--- src/rtl/dvp_frame_source.sv ---
// OV7670-style DVP camera emulator: vsync/href framing with RGB565 test patterns,
// two bytes per pixel, high byte first. All outputs registered.
module dvp_frame_source #(
  parameter int unsigned H_ACTIVE = 640,
  parameter int unsigned H_BLANK  = 144,
  parameter int unsigned V_SYNC   = 3,
  parameter int unsigned V_BACK   = 17,
  parameter int unsigned V_ACTIVE = 480,
  parameter int unsigned V_FRONT  = 10
) (
  input  logic        clk,
  input  logic        reset_n,
  input  logic        enable,
  input  logic [1:0]  pattern,
  output logic        vsync,
  output logic        href,
  output logic [7:0]  data,
  output logic        busy,
  output logic [15:0] frame_count
);

  localparam int unsigned LINE   = 2 * H_ACTIVE + H_BLANK;
  localparam int unsigned BYTE_W = $clog2(LINE);
  localparam int unsigned MAX_A  = (V_SYNC > V_BACK) ? V_SYNC : V_BACK;
  localparam int unsigned MAX_B  = (V_ACTIVE > V_FRONT) ? V_ACTIVE : V_FRONT;
  localparam int unsigned MAX_L  = (MAX_A > MAX_B) ? MAX_A : MAX_B;
  localparam int unsigned LINE_W = $clog2(MAX_L + 1);
  localparam int unsigned BAR_PX = H_ACTIVE / 8;
  localparam int unsigned BAR_W  = $clog2(BAR_PX + 1);

  typedef enum logic [2:0] {
    ST_IDLE,
    ST_VSYNC,
    ST_VBACK,
    ST_ACTIVE,
    ST_VFRONT
  } state_t;

  state_t              state_q, state_d;
  logic [BYTE_W-1:0]   byte_q, byte_d;
  logic [LINE_W-1:0]   line_q, line_d;
  logic [BAR_W-1:0]    bar_px_q, bar_px_d;
  logic [2:0]          bar_idx_q, bar_idx_d;
  logic [7:0]          ramp_q, ramp_d;
  logic [1:0]          pat_q, pat_d;
  logic                frame_done;
  logic                vsync_d, href_d, busy_d;
  logic [7:0]          data_d;
  logic [7:0]          x8, y8;
  logic [15:0]         pix;

  // Index of the final line in each timed state.
  function automatic logic [LINE_W-1:0] last_line_of(input state_t s);
    case (s)
      ST_VSYNC:  last_line_of = LINE_W'(V_SYNC - 1);
      ST_VBACK:  last_line_of = LINE_W'(V_BACK - 1);
      ST_ACTIVE: last_line_of = LINE_W'(V_ACTIVE - 1);
      ST_VFRONT: last_line_of = LINE_W'(V_FRONT - 1);
      default:   last_line_of = '0;
    endcase
  endfunction

  function automatic logic [15:0] bar_colour(input logic [2:0] b);
    case (b)
      3'd0:    bar_colour = 16'hFFFF;
      3'd1:    bar_colour = 16'hFFE0;
      3'd2:    bar_colour = 16'h07FF;
      3'd3:    bar_colour = 16'h07E0;
      3'd4:    bar_colour = 16'hF81F;
      3'd5:    bar_colour = 16'hF800;
      3'd6:    bar_colour = 16'h001F;
      default: bar_colour = 16'h0000;
    endcase
  endfunction

  always_ff @(posedge clk or negedge reset_n) begin
    if (!reset_n) begin
      state_q     <= ST_IDLE;
      byte_q      <= '0;
      line_q      <= '0;
      bar_px_q    <= '0;
      bar_idx_q   <= '0;
      ramp_q      <= '0;
      pat_q       <= '0;
      vsync       <= 1'b0;
      href        <= 1'b0;
      data        <= 8'h00;
      busy        <= 1'b0;
      frame_count <= '0;
    end else begin
      state_q     <= state_d;
      byte_q      <= byte_d;
      line_q      <= line_d;
      bar_px_q    <= bar_px_d;
      bar_idx_q   <= bar_idx_d;
      ramp_q      <= ramp_d;
      pat_q       <= pat_d;
      vsync       <= vsync_d;
      href        <= href_d;
      data        <= data_d;
      busy        <= busy_d;
      if (frame_done) frame_count <= frame_count + 16'd1;
    end
  end

  // Next-state, counters, and the output values for the upcoming cycle.
  always_comb begin
    state_d    = state_q;
    byte_d     = byte_q;
    line_d     = line_q;
    bar_px_d   = bar_px_q;
    bar_idx_d  = bar_idx_q;
    ramp_d     = ramp_q;
    pat_d      = pat_q;
    frame_done = 1'b0;
    data_d     = 8'h00;
    pix        = 16'h0000;

    if (state_q == ST_IDLE) begin
      if (enable) begin
        state_d = ST_VSYNC;
        byte_d  = '0;
        line_d  = '0;
      end
    end else if (byte_q == BYTE_W'(LINE - 1)) begin
      byte_d = '0;
      if (line_q == last_line_of(state_q)) begin
        line_d = '0;
        case (state_q)
          ST_VSYNC:  state_d = ST_VBACK;
          ST_VBACK:  state_d = ST_ACTIVE;
          ST_ACTIVE: state_d = ST_VFRONT;
          default: begin
            frame_done = 1'b1;
            state_d    = enable ? ST_VSYNC : ST_IDLE;
          end
        endcase
      end else begin
        line_d = line_q + LINE_W'(1);
      end
    end else begin
      byte_d = byte_q + BYTE_W'(1);
    end

    if (state_d == ST_VSYNC && state_q != ST_VSYNC) begin
      pat_d  = pattern;
      ramp_d = 8'h00;
    end

    // Bar index advances every BAR_PX pixels; restarts at each line start.
    if (byte_d == '0) begin
      bar_px_d  = '0;
      bar_idx_d = '0;
    end else if (byte_q[0]) begin
      if (bar_px_q == BAR_W'(BAR_PX - 1)) begin
        bar_px_d  = '0;
        bar_idx_d = bar_idx_q + 3'd1;
      end else begin
        bar_px_d = bar_px_q + BAR_W'(1);
      end
    end

    vsync_d = (state_d == ST_VSYNC);
    busy_d  = (state_d != ST_IDLE);
    href_d  = (state_d == ST_ACTIVE) && (byte_d < BYTE_W'(2 * H_ACTIVE));

    x8 = 8'(byte_d >> 1);
    y8 = 8'(line_d);
    case (pat_d)
      2'd0:    pix = {x8, y8};
      2'd1:    pix = bar_colour(bar_idx_d);
      default: pix = 16'hA55A;
    endcase

    if (href_d) begin
      ramp_d = ramp_q + 8'd1;
      if (pat_d == 2'd2) data_d = ramp_q;
      else               data_d = byte_d[0] ? pix[7:0] : pix[15:8];
    end
  end

endmodule
--- config.mk ---
export PLATFORM = sky130hd
export DESIGN_NAME = dvp_frame_source
export DESIGN_NICKNAME = d
export VERILOG_FILES = /design/src/rtl/dvp_frame_source.sv
export SDC_FILE = /design/constraint.sdc
export NUM_CORES = 1
export LEC_CHECK = 0
export BUFFER_PORTS_ARGS = -buffer_cell sky130_fd_sc_hd__buf_2
export CAP_MARGIN = 5
export CORE_MARGIN = 1.5
export CORE_UTILIZATION = 45
export DETAILED_ROUTE_END_ITERATION = 12
export HOLD_SLACK_MARGIN = 0.12
export RECOVER_POWER = 25
export SKIP_LAST_GASP = 1
export SYNTH_ARGS = -nofsm -noshare
export SYNTH_HDL_FRONTEND = slang
export SYNTH_SLANG_ARGS = --single-unit
--- constraint.sdc ---
create_clock -name clk -period 5 [get_ports clk]
set_clock_uncertainty 0.2 [all_clocks]
set_input_delay 0 -clock clk [delete_from_list [all_inputs] [get_ports clk]]
set_output_delay 0 -clock clk [all_outputs]
set_load 0.02 [all_outputs]
* Word-level counts from Yosys, hierarchy flattened
Cells that the tools add are included.
Widths: inputs -> output; s select.
** Word-level totals
- Flip-flop bits (word level) :: 70
- Input bits :: 5
- Output and inout bits :: 27
- Word-level logic and storage cells :: 85
** Cells by class
- Add/subtract/negate cells :: 6
- Magnitude comparators :: 1
- Equal/unequal tests :: 19
- Mux-type cells :: 34
- Reduce and logical (&&, ||, !) cells :: 12
** Operator list (count)
- $pmux 16 s7 :: 1
- $mux 9 :: 6
- $mux 8 :: 5
- $pmux 9 s4 :: 1
- $mux 11 :: 3
- $pmux 16 s2 :: 1
- $mux 3 :: 7
- $mux 7 :: 3
- $add 16x1->16 const B :: 1
- $eq 3x2->1 const B :: 5
- $eq 3x3->1 const B :: 4
- $add 11x1->11 const B :: 1
- $eq 11x11->1 const B :: 1
- $logic_not 11->1 :: 1
- $lt 11x11->1 const B :: 1
- $add 9x1->9 const B :: 1
- $eq 3x1->1 const B :: 3
- $eq 9x9->1 :: 1
- $pmux 3 s3 :: 1
- $add 8x1->8 const B :: 1
- $add 7x1->7 const B :: 1
- $eq 7x7->1 const B :: 1
- $logic_not 3->1 :: 2
- $reduce_bool 2->1 :: 3
- 12 further kinds :: 17

* Longest topological paths before layout
Gate-level depths: netlist (run 1).
- Depth after elaboration :: 16
- Depth in mapped cells :: 11
- Depth with buffers taken out :: 10

* Worst setup path after synthesis (run 1)
OpenSTA, ideal clock, no wires.
- Kind :: register -> register
- Start point :: register byte_q[4]
- End point :: register data[4]
- Setup time :: 76 ps
- Data arrival time :: 2862 ps
- Required time :: 4724 ps
- Path slack :: 1861 ps
- Stages on the path, launching flop included :: 11
- Buffers on the path :: 2
- Clock period less this slack :: 3139 ps
- Cell sequence :: dfrtp_1 -> buf_6 -> or4b_4 -> o31ai_4 -> o211ai_4 -> nor3_4 -> o221ai_2 -> nand2b_4 -> buf_6 -> or4_1 -> o21ai_1
** Between the ends
- Word-level cells in the longest chain between the ends :: 11
- Elaborated cells on any way between the ends :: 32
- Those cells by class :: 1 x add/sub; 1 x order compare; 11 x eq/ne; 14 x mux; 5 x reduce/logical
** Ends and longest elaborated chain
- start, declared :: line 40 : logic [BYTE_W-1:0] byte_q, byte_d;
- start signal, assigned :: line 92 : byte_q <= byte_d;
- $add 11x1->11 or $eq 11x11->1 (tied branches) :: line 142, 125
- $mux 11 * :: line 125 : end else if (byte_q == BYTE_W'(LINE - 1)) begin
- $mux 11 * :: line 119 : if (state_q == ST_IDLE) begin
- net byte_d[8] :: line 40
- $logic_not 11->1 :: line 151 : if (byte_d == '0) begin
- $mux 3 :: line 151
- $eq 3x3->1, or another cell as far along :: line 64 : case (b)
- $pmux 16 s7 :: line 64
- $pmux 16 s2 :: line 169 : case (pat_d)
- $mux 8 :: line 178 : else data_d = byte_d[0] ? pix[7:0] : pix[15:8];
- $mux 8 :: line 177 : if (pat_d == 2'd2) data_d = ramp_q;
- $mux 8 * :: line 175 : if (href_d) begin
- net data_d[4] :: line 48 : logic [7:0] data_d;
- end signal, assigned :: line 100 : data <= data_d;
- end, declared :: line 17 : output logic [7:0] data,
Mark *: on every way through the listed nets, which the timed path passes. The rest lies on a longest branch. The select of a mux whose other input is x is not followed.
A chain may end at the register's enable or synchronous reset.

* Worst setup path in the final report (run 1)
- Start point :: register state_q[2]
- End point :: register data[0]
** Between the ends
- Word-level cells in the longest chain between the ends :: 16
- Elaborated cells on any way between the ends :: 42
- Those cells by class :: 1 x order compare; 16 x eq/ne; 19 x mux; 6 x reduce/logical
** Ends and longest elaborated chain
- start, declared :: line 39 : state_t state_q, state_d;
- start signal, assigned :: line 91 : state_q <= state_d;
- $eq 3x3->1, or another cell as far along :: line 54 : case (s)
- $pmux 9 s4 :: line 54
- $mux 9 :: line 125
- $mux 9 :: line 119
- $eq 9x9->1 :: line 127 : if (line_q == last_line_of(state_q)) begin
- $mux 3 :: line 127
- $mux 3 :: line 125
- $mux 3 :: line 119
- $eq 3x1->1 :: line 145 : if (state_d == ST_VSYNC && state_q != ST_VSYNC) begin
- $logic_and 1x1->1 :: line 145
- $mux 2 :: line 145
- $eq 2x1->1 or $logic_not 2->1 (tied branches) :: line 169
- $pmux 16 s2 :: line 169
- $mux 8 :: line 178
- $mux 8 :: line 177
- $mux 8 * :: line 175
- net data_d[0] :: line 48
Marked as above.

==> metrics.md, run 1 <==
| Metric | Value |
|---|---|
| Setup bufs post-CTS | 0 |
| TritonCTS Buffers | 9 |
| Number of routed nets with antenna violations | 0 |
| HP Class | input port to asynchronous set/reset pin |
| Starting density of the core | 46.3% |
| Yosys cell types | 72 |
| CP bufs+invs | 1 |
| Top cell type's share of synthesized area | 43.6% |
| CP endpoint kind | flop |
| Die X-Extent | 97.5 um |
| Vias per cell | 5.93 |
| Routability cong. | 0.924 |
| GRT Resource Usage Total | 21.3% |
| Reg area | 1750 sq um |
| Internal reg-to-reg setup slack | 1.22 ns |
| Asr flop ratio synth | 100% |
| Area leader, netlist | dfrtp_1 |
| Sequential fraction of the synthesis area | 43.6% |
| RSZ-0062 raised after global routing | no |
| Setup WS pre-CTS | 1.31 ns |
| #FFs+latches synth | 70 |
| H-tree lvl count | 3 |
| 1st-pass router iterations | 5 |
| Ports | 32 |
| CP delay by family, top | simple AND/OR/NAND/NOR gates |
| Final nets | 476 |
| Synth top cells by count | dfrtp_1, nor2_1, nand2_1, o21ai_0, a21oi_1 |
| Root buf cell | clkbuf_8 |
| Via count | 3424 |
| Slowest stage delay, CP | 0.61 ns |
| CTS tree | done |
| Die area | 9510 sq um |
| Mean post-synth cell area | 9.30 sq um |
| Netlist Area Pre-Place | 4020 sq um |
| # diodes | 0 |
| Filler cells | 842 |
| Layout cells sized above 1 | 9.17% |
| Cell count after synthesis | 432 |
| Hold Vio Cnt, Final | 0 |
| Num Clock Sinks | 70 |
| Status | complete, no violations |
| Drt first-iter violations | 245 |
| Die Span Y | 97.5 um |
| First-pass GRT wire length | 16.3 mm |
| CP max stage cell | dfrtp_1 |
| Area Growth Syn to Fin | 11.1% |
| LEAKAGE | 1.92 nW |
| Clk_lat worst skew | 0.35 ns |
| Top-count cell post-synth | dfrtp_1 |
| Syn_nets | 443 |
| Largest net degree at the start of global routing | 71 |
| IO Port Bufs | 31 |
| Maximum vdd drop | 0.000197 V |
| Antenna violations before repair | 0 |
| Crit path max fanout | 15 |
| Final setup fails | 0 |
| Vias in the first global route | 3167 |
| Core box area | 8680 sq um |
| Req. time, crit path | 5.04 ns |
| Minimum clock period | 3.78 ns |
| Area occupied by multi-input gates | 2140 sq um |
| CTS max path bufs | 2 |
| Type of the worst setup path | flop to flop |
| Drt drc | 0 |
| Synth area leaders | dfrtp_1, nor2_1, nand2_1, o21ai_0, xnor2_1 |
| Critical Path, Cell by Cell | and3b_1 > or4_1 > a211oi_2 > a21boi_2 > mux2i_2 > inv_2 > nor4_1 > nor2_1 > a32o_1 |
| Pwr dens | 351 nW/um^2 |
| Worst relative slew slack | 40.1% |
| Worst-margin pin slew | 0.876 ns |
| Part of the cycle the worst path needs | 75.6% |
| Slew Limit Fails | 0 |
| Worst Path Arrival | 3.82 ns |
| GR Overflow Total | 0 |
| Clk pin slew, worst setup/hold paths | 0.08 ns |
| Dpl hpwl | 6.91 mm |
| Final WL | 9.72 mm |
| Post-synth EDFFs | 0 |
| Site Rows | 34 |
| Synth Warn # | 0 |
| Final worst slack | 1.22 ns |
| TNS Setup | 0 ns |
| FMAX | 264 MHz |
| Primary FF master, synth | dfrtp_1 |
| Max Cap Viol | 0 |
| Worst setup SP type | flop |
| DR WL/cell | 16.8 um |
==> metal layers <==
layer	vias to the layer above	routed length, um	track usage, %	share of wire, %
met3	15	383	3.24	3.9
met4	0	153	9.23	1.6
met5	-	0	0	0
met2	98	4510	32.7	46
met1	1655	4670	29.9	48
li1	1656	-	-	-
==> tightest hold or removal path, cell delays in order <==
cell and delay [ns]:
dlygate4sd3_1 0.52, buf_2 0.09, buf_4 0.67
==> layout make-up <==
type / instances / share of cell area, %
well taps: 108 / 3.03
flip-flops and latches: 70 / 39.2
clock inverters: 6 / 1.96
inverters: 15 / 1.26
clock buffers: 9 / 2.77
repair buffers: 37 / 3.95
multi-input cells: 332 / 47.8
==> flip-flops by register name, summed over array words and instances (netlist names) <==
register / cells
pat_q: 2
href: 1
data: 8
ramp_q: 8
bar_idx_q: 3
state_q: 3
bar_px_q: 7
vsync: 1
line_q: 9
frame_count: 16
busy: 1
byte_q: 11
==> cells in the final DEF (no fill, tap or decap), drive strengths merged, types with 3 or more instances in the layout <==
cell type,instances
a22o,3
o21ai,34
and3b,4
clkinv,5
a211o,4
xor2,11
a32o,3
a31oi,5
dfrtp,70
inv,14
nor3,13
and3,10
clkbuf,36
buf,6
dlygate4sd3,4
a21oi,17
nor2b,9
nor2,47
o211ai,3
and4,6
o221ai,4
nand3,15
a211oi,5
nand4,6
nor4,7
o31ai,7
or4,5
nand2,44
ha,6
xnor2,14
and2,4
mux2i,7
==> power breakdown <==
| part | switching (mW) | total (mW) | internal (mW) | leakage, nW |
|---|---|---|---|---|
| clock network | 0.221 | 0.499 | 0.278 | 0.109 |
| registers | 0.103 | 0.744 | 0.641 | 0.903 |
| logic | 0.192 | 0.324 | 0.132 | 0.910 |
==> per-stage QoR <==
step	instance area, sq um	power (mW)	utilization (%)	cells	hold slack [ns]
final	4470	1.57	51.5	577	0.181
after global routing	4470	1.66	51.5	577	0.290
after CTS	4500	1.58	51.9	577	0.236
after detailed placement	4250	1.07	49.0	558	0.0764
after global placement	4250	1.07	49.0	558	0.0685
after floorplan	4020	0.976	-	432	-0.496
==> timing repair <==
action / 4_1_cts / 5_1_grt
endpoints found under the hold margin: 86 / 0
hold buffers: 4 / 0
gates resized for setup: 0 / 0
==> path summary, 6_finish.rpt <==
check | from | to | depth (start not counted)
hold / removal | reset_n | line_q[1]$_DFF_PN0_ | 3
hold reg to reg | frame_count[15]$_DFFE_PN0P_ | frame_count[15]$_DFFE_PN0P_ | 1
setup / recovery | state_q[2]$_DFF_PN0_ | data[0]$_DFF_PN0_ | 9
setup reg to reg | state_q[2]$_DFF_PN0_ | data[0]$_DFF_PN0_ | 9
min in group clk | frame_count[15]$_DFFE_PN0P_ | frame_count[15]$_DFFE_PN0P_ | 1
max in group asynchronous | reset_n | ramp_q[0]$_DFFE_PN0P_ | 3
==> cells by family after synthesis <==
family                     after synthesis  synth area share [%]
muxes                                    9                  2.40
AOI/OAI and AO/OA                      111                  19.8
buffers and inverters                   30                  3.27
DFF                                     70                  43.6
adders and majority gates                6                  1.87
xor gates and xnor gates                25                  5.45
and+or+nand+nor                        181                  23.6
(Power assumes the default switching activity.)
==> run 2, diff against run 1 <==
--- a/config.mk
+++ b/config.mk
@@ -11,6 +11,7 @@
 export CORE_UTILIZATION = 45
 export DETAILED_ROUTE_END_ITERATION = 12
 export HOLD_SLACK_MARGIN = 0.12
+export PLACE_DENSITY = 0.65
 export RECOVER_POWER = 25
 export SKIP_LAST_GASP = 1
 export SYNTH_ARGS = -nofsm -noshare
==> constraint.sdc (replaced) <==
create_clock -name clk -period 3.44 [get_ports clk]
set_clock_uncertainty 0.2 [all_clocks]
set_input_delay 0 -clock clk [delete_from_list [all_inputs] [get_ports clk]]
set_output_delay 0 -clock clk [all_outputs]
set_load 0.02 [all_outputs]
==> run 2 against run 1 <==
Compared with the run above:
- first-iteration DRC count shrank 5.7%
- sequential power rose by 44%
- combinational power rose by 70%
- largest cell class unchanged
- non-clock buffer count rose by 28
- global-route usage up 0.41 points
- sequential cell count stayed put
- the flow now finishes with violations (capacitance limit, slew limit)
- clock-buffer cell count is 2 higher
- wire length grew 2.9%
- die area unchanged
- worst setup slack got worse by 1.1 ns
- core utilization increased by 2.7 points
- largest power group unchanged
- final cell count rose by 5.0%
==> metrics.md, run 2 (synthesized netlist as in run 1, its figures left out) <==
| Metric | Value |
|---|---|
| WP depth | 11 (+2) |
| Reg area | 1750 sq um (unchanged) |
| Pwr dens | 505 nW/um^2 (+44%) |
| Worst reg2reg startpoint | state_q[1]$_DFF_PN0_ |
| R2R Path End | data[0]$_DFF_PN0_ |
| Switching portion of total power | 32.8% (-0.18 points) |
| Most frequent CP cell | buf_4 |
| Num Clock Sinks | 70 (unchanged) |
| Worst R2R Path Depth | 11 (+2) |
| Failing checks | capacitance limit, slew limit |
| Clock power share | 31.9% (about the same) |
| FMAX | 299 MHz (+13%) |
| Slowest stage delay, CP | 0.51 ns (-0.10 ns) |
| Filler cells | 811 (-3.7%) |
| GRT Resource Usage Total | 21.7% (+0.41 points) |
| Largest net degree at the start of global routing | 38 (-46%) |
| Final WL | 10.0 mm (+2.9%) |
| Die area | 9510 sq um (unchanged) |
| Req. time, crit path | 3.47 ns (-1.57 ns) |
| DP Cell Count | 581 (+4.1%) |
| CP max stage cell | mux2i_2 |
| Vias in the first global route | 3437 (+8.5%) |
| GR Overflow Total | 0 (unchanged) |
| Internal power | 1.60 mW (+52%) |
| Largest registers | frame_count: 16 flops, byte_q: 11 flops, line_q: 9 flops |
| Type of the worst setup path | flop to flop |
| Part of the cycle the worst path needs | 97.3% (+22 points) |
| Final setup fails | 0 (unchanged) |
| Worst-margin pin slew | 1.75 ns (+0.874 ns) |
| Die X-Extent | 97.5 um (unchanged) |
| Drt first-iter violations | 231 (-5.7%) |
| Biggest register | frame_count |
| Clk pin slew, worst setup/hold paths | 0.08 ns (about the same) |
| Worst Path Arrival | 3.38 ns (-0.44 ns) |
| Post_cts resized | 0 (unchanged) |
| Max Cap Viol | 1 (+1) |
| Ports | 32 (unchanged) |
| Max reg flops | 16 (unchanged) |
| H-tree lvl count | 3 (unchanged) |
| Switching power total | 0.779 mW (+51%) |
| Total power | 2.38 mW (+52%) |
| Root buf cell | clkbuf_8 |
| CP bufs+invs | 3 (+2) |
| Crit path max fanout | 12 (-3) |
| TritonCTS Buffers | 9 (unchanged) |
| LEAKAGE | 2.12 nW (+10%) |
| Maximum vdd drop | 0.000293 V (+49%) |
| Routability cong. | 1.00 (+8.6%) |
| Commonest cells after routing, fill and taps aside | dfrtp_1, nor2_1, nand2_1, o21ai_0, buf_4 |
| Status | finished, violations left |
| Via count | 3541 (+3.4%) |
| Flop pwr share | 44.9% (-2.6 points) |
| HP Class | flop to flop |
| Setup WS pre-CTS | 0.164 ns (-1.15 ns) |
| Site Rows | 34 (unchanged) |
| Hold Vio Cnt, Final | 0 (unchanged) |
| CP delay by family, top | compound AO/OA/AOI/OAI gates |
| Critical Path, Cell by Cell | buf_4 > nor2_1 > a32oi_1 > a211oi_1 > buf_4 > a21boi_2 > mux2i_2 > inv_2 > a31oi_1 > a21bo_2 > a32o_1 |
| Fin Hold WS | 0.279 ns (+0.0975 ns) |
| Drt drc | 0 (unchanged) |
| Final worst slack | 0.0920 ns (-1.13 ns) |
| Clk_lat worst skew | 0.35 ns (about the same) |
| Comb pwr share | 23.2% (+2.5 points) |
| CTS tree | done |
| Crit path from | state_q[1]$_DFF_PN0_ |
| Most common cell after layout, fill and taps aside | dfrtp_1 |
| Slew Limit Fails | 34 (+34) |
| Area occupied by multi-input gates | 2140 sq um (unchanged) |
| Dpl hpwl | 7.36 mm (+6.6%) |
| IO Port Bufs | 31 (unchanged) |
| Starting density of the core | 46.3% (unchanged) |
| Internal reg-to-reg setup slack | 0.09 ns (-1.13 ns) |
| Minimum clock period | 3.35 ns (-0.433 ns) |
| Area Growth Syn to Fin | 17.1% |
| Core box area | 8680 sq um (unchanged) |
| Layout Cells excl Fill | 606 (+5.0%) |
| Number of routed nets with antenna violations | 0 (unchanged) |
| First-pass GRT wire length | 16.7 mm (+2.3%) |
| Vias per cell | 5.84 (-1.5%) |
| Layout cells sized above 1 | 16.7% (+7.5 points) |
| Final nets | 504 (+5.9%) |
| 1st-pass router iterations | 5 (unchanged) |
| Die Span Y | 97.5 um (unchanged) |
| CTS max path bufs | 2 (unchanged) |
| Antenna violations before repair | 0 (unchanged) |
| DR WL/cell | 16.5 um (-2.0%) |
| # diodes | 0 (unchanged) |
| Worst relative slew slack | -16.6% (-57 points) |
| TNS Setup | 0 ns (unchanged) |
| CP endpoint kind | flop |
| Worst setup SP type | flop |
| RSZ-0062 raised after global routing | yes |
| CP endpoint | data[0]$_DFF_PN0_ |
-- run 2: cell count changes in the layout (fill, tap and decap cells not counted), sizes merged --
cell         change
buf             +40
clkbuf          -11
clkinv           -3
clkinvlp         +1
dlygate4sd3      +1
inv              +1
-- run 2: cell type report --
type	instances	area share, %
clock inverter	5	1.73
inverter	15	1.20
sequential	70	37.2
tap	108	2.87
multi-input combinational	332	45.4
timing repair buffer	65	8.56
clock buffer	11	3.01
-- run 2: worst min path at each step --
stage                                              to  depth (start not counted)                   startpoint
after floorplan                bar_idx_q[0]$_DFF_PN0_                          0                      reset_n
after global placement           state_q[0]$_DFF_PN0_                          1                      reset_n
after detailed placement         state_q[0]$_DFF_PN0_                          1                      reset_n
after CTS                 frame_count[15]$_DFFE_PN0P_                          1  frame_count[15]$_DFFE_PN0P_
after global routing       frame_count[9]$_DFFE_PN0P_                          1   frame_count[9]$_DFFE_PN0P_
final                     frame_count[15]$_DFFE_PN0P_                          1  frame_count[15]$_DFFE_PN0P_
-- run 2: power groups by stage --
| stage | combinational (mW) | sequential [mW] | clock (mW) |
|---|---|---|---|
| after global placement | 0.518 | 1.07 | 0 |
| after floorplan | 0.384 | 1.04 | 0 |
| after global routing | 0.612 | 1.08 | 0.802 |
| after detailed placement | 0.531 | 1.08 | 0 |
| after CTS | 0.542 | 1.06 | 0.771 |
| final | 0.551 | 1.07 | 0.758 |
-- run 2: timing repair --
item / CTS / global route
hold buffers: 6 / 0
hold endpoints to repair: 45 / 0
setup buffers: 0 / 3
endpoints found under the setup margin: 0 / 4
-- run 2: per-stage QoR --
stage | area [sq um] | utilization [%]
5_1_grt | 4700 | 54.2
6_report | 4700 | 54.2
2_1_floorplan | 4020 | -
3_3_place_gp | 4420 | 51.0
3_5_place_dp | 4420 | 51.0
4_1_cts | 4710 | 54.3
-- run 2: metal layers --
layer,track usage (%),vias up,share of wire (%)
li1,-,1700,-
met1,29.0,1717,46
met2,34.5,101,47
met3,4.46,23,4.6
met4,9.12,0,2.2
met5,0,-,0
==> run 3, diff against run 2 <==
--- a/config.mk
+++ b/config.mk
@@ -9,10 +9,12 @@
 export CAP_MARGIN = 5
 export CORE_MARGIN = 1.5
 export CORE_UTILIZATION = 45
+export CTS_CLUSTER_DIAMETER = 30
 export DETAILED_ROUTE_END_ITERATION = 12
 export HOLD_SLACK_MARGIN = 0.12
 export PLACE_DENSITY = 0.65
 export RECOVER_POWER = 25
+export REMOVE_ABC_BUFFERS = 1
 export SKIP_LAST_GASP = 1
 export SYNTH_ARGS = -nofsm -noshare
 export SYNTH_HDL_FRONTEND = slang
==> run 3 against run 2 <==
Compared with the run above:
- the run still ends with capacitance limit, slew limit left
- worst hold slack got worse by 0.0055 ns
- design area increased by 0.90%
- fmax decreased by 0.54%
- final cell count increased by 0.33%
- total power increased by 4.0%
- core utilization increased by 0.49 points
- sequential cell count unchanged
==> metrics.md, run 3 (synthesized netlist as in run 1, its figures left out) <==
| Metric | Value |
|---|---|
| Status | finished, violations left |
| Failing checks | capacitance limit, slew limit |
| Largest registers | frame_count: 16 flops, byte_q: 11 flops, line_q: 9 flops |
| Req. time, crit path | 3.53 ns (+0.06 ns) |
| Part of the cycle the worst path needs | 97.9% (+0.53 points) |
| WP depth | 8 (-3) |
| Drt drc | 0 (unchanged) |
| Final nets | 506 (+0.40%) |
| Type of the worst setup path | flop to flop |
| Total power | 2.47 mW (+4.0%) |
| CP max stage cell | or4b_4 |
| Layout cells sized above 1 | 16.0% (-0.67 points) |
| Minimum clock period | 3.37 ns (+0.0182 ns) |
| Final worst slack | 0.0738 ns (-0.0182 ns) |
| Core box area | 8680 sq um (unchanged) |
| LEAKAGE | 2.12 nW (about the same) |
| FMAX | 297 MHz (-0.54%) |
| Area Growth Syn to Fin | 18.1% |
| Slowest stage delay, CP | 0.59 ns (+0.08 ns) |
| Worst Hold Path Cells | 1 (unchanged) |
| First-pass GRT wire length | 18.1 mm (+8.4%) |
| Placed Area | 4430 sq um (+0.17%) |
| Crit path max fanout | 8 (-4) |
| HP Class | flop to flop |
| Number of routed nets with antenna violations | 0 (unchanged) |
| Site Rows | 34 (unchanged) |
| Num Clock Sinks | 70 (unchanged) |
| CTS max path bufs | 2 (unchanged) |
| Die Span Y | 97.5 um (unchanged) |
| Worst-margin pin slew | 1.70 ns (-0.0535 ns) |
| Maximum vdd drop | 0.000249 V (-15%) |
| Biggest register | frame_count |
| Hold Vio Cnt, Final | 0 (unchanged) |
| Vias in the first global route | 3513 (+2.2%) |
| Root buf cell | clkbuf_8 |
| Pwr dens | 521 nW/um^2 (+3.1%) |
| Max reg flops | 16 (unchanged) |
| Drt first-iter violations | 153 (-34%) |
| TritonCTS Buffers | 9 (unchanged) |
| Dpl hpwl | 7.76 mm (+5.4%) |
| Antenna violations before repair | 0 (unchanged) |
| Most common cell after layout, fill and taps aside | dfrtp_1 |
| Starting density of the core | 46.3% (unchanged) |
| Die X-Extent | 97.5 um (unchanged) |
| Final instance area | 4750 sq um (+0.90%) |
| Worst setup SP type | flop |
| DR WL/cell | 17.8 um (+7.9%) |
| # diodes | 0 (unchanged) |
| CP delay by family, top | simple AND/OR/NAND/NOR gates |
| CTS tree | done |
| CP endpoint kind | flop |
| Routability cong. | 0.937 (-6.6%) |
| Layout Cells excl Fill | 608 (+0.33%) |
| Commonest cells after routing, fill and taps aside | dfrtp_1, nor2_1, nand2_1, o21ai_0, buf_4 |
| Setup WS pre-CTS | 0.0776 ns (-0.0865 ns) |
| Worst relative slew slack | -13.1% (+3.6 points) |
| Die area | 9510 sq um (unchanged) |
| Filler cells | 828 (+2.1%) |
| Final WL | 10.8 mm (+8.3%) |
| Largest net degree at the start of global routing | 31 (-18%) |
| IO Port Bufs | 31 (unchanged) |
| Via count | 3621 (+2.3%) |
| Slew Limit Fails | 31 (-8.8%) |
| Post_cts resized | 0 (unchanged) |
| Ports | 32 (unchanged) |
| DP Cell Count | 582 (+0.17%) |
| Worst Path Arrival | 3.45 ns (+0.07 ns) |
| Max Cap Viol | 1 (unchanged) |
| GRT Resource Usage Total | 24.1% (+2.4 points) |
| Final setup fails | 0 (unchanged) |
| Critical Path, Cell by Cell | or4b_4 > o31ai_4 > a311oi_1 > nor3_4 > o221ai_2 > nand2b_4 > or4_1 > o21ai_1 |
| H-tree lvl count | 3 (unchanged) |
| 1st-pass router iterations | 4 (-1) |
| CP bufs+invs | 0 (-3) |
| Worst R2R Path Depth | 8 (-3) |
| GR Overflow Total | 0 (unchanged) |
| Vias per cell | 5.96 (+1.9%) |
| Clk_lat worst skew | 0.36 ns (about the same) |
| Clk pin slew, worst setup/hold paths | 0.08 ns (about the same) |
| RSZ-0062 raised after global routing | yes |
## run 3: area by class of cell
type	instances	area, sq um	share of cell area, %
inverters	15	56.3	1.19
repair buffers	67	423	8.91
multi-input cells	332	2140	45.0
well taps	108	135	2.85
clock inverters	7	121	2.56
flip-flops and latches	70	1750	36.9
clock buffers	9	124	2.61
## run 3: path summary, 6_finish.rpt
kind                                        startpoint                           to  slack (ns)
setup / recovery                   byte_q[5]$_DFF_PN0_            data[4]$_DFF_PN0_        0.07
min in group asynchronous                      reset_n            data[3]$_DFF_PN0_        0.79
setup reg to reg                   byte_q[5]$_DFF_PN0_            data[4]$_DFF_PN0_        0.07
hold reg to reg            frame_count[15]$_DFFE_PN0P_  frame_count[15]$_DFFE_PN0P_        0.27
max in group asynchronous                      reset_n          byte_q[4]$_DFF_PN0_        0.73
hold / removal             frame_count[15]$_DFFE_PN0P_  frame_count[15]$_DFFE_PN0P_        0.27
## run 3: routing by layer
metal	vias to the layer above	GRT usage [%]	routed length [um]	part of all wire [%]
met4	0	9.78	235	2.2
met5	-	0	0	0
li1	1707	-	-	-
met2	102	38.1	5140	47
met3	19	4.89	515	4.8
met1	1793	32.4	4940	46
## run 3: what timing repair did
action	4_1_cts	5_1_grt
endpoints found under the setup margin	0	11
buffers inserted	0	4
endpoints found under the hold margin	61	0
hold buffers	6	0
## run 3: report_power, final
part / switching [mW] / internal (mW) / total [mW]
Sequential: 0.147 / 0.932 / 1.08
Combinational: 0.319 / 0.242 / 0.561
Clock: 0.347 / 0.485 / 0.832
## run 3: per-stage QoR
| step | setup TNS, ns | hold WS, ns | util [%] |
|---|---|---|---|
| final | 0 | 0.273 | 54.7 |
| after global routing | -0.0606 | 0.291 | 54.7 |
| after CTS | 0 | 0.273 | 54.7 |
| after detailed placement | 0 | -0.0749 | 51.0 |
| after global placement | 0 | -0.0845 | 51.0 |
| after floorplan | 0 | -0.496 | - |
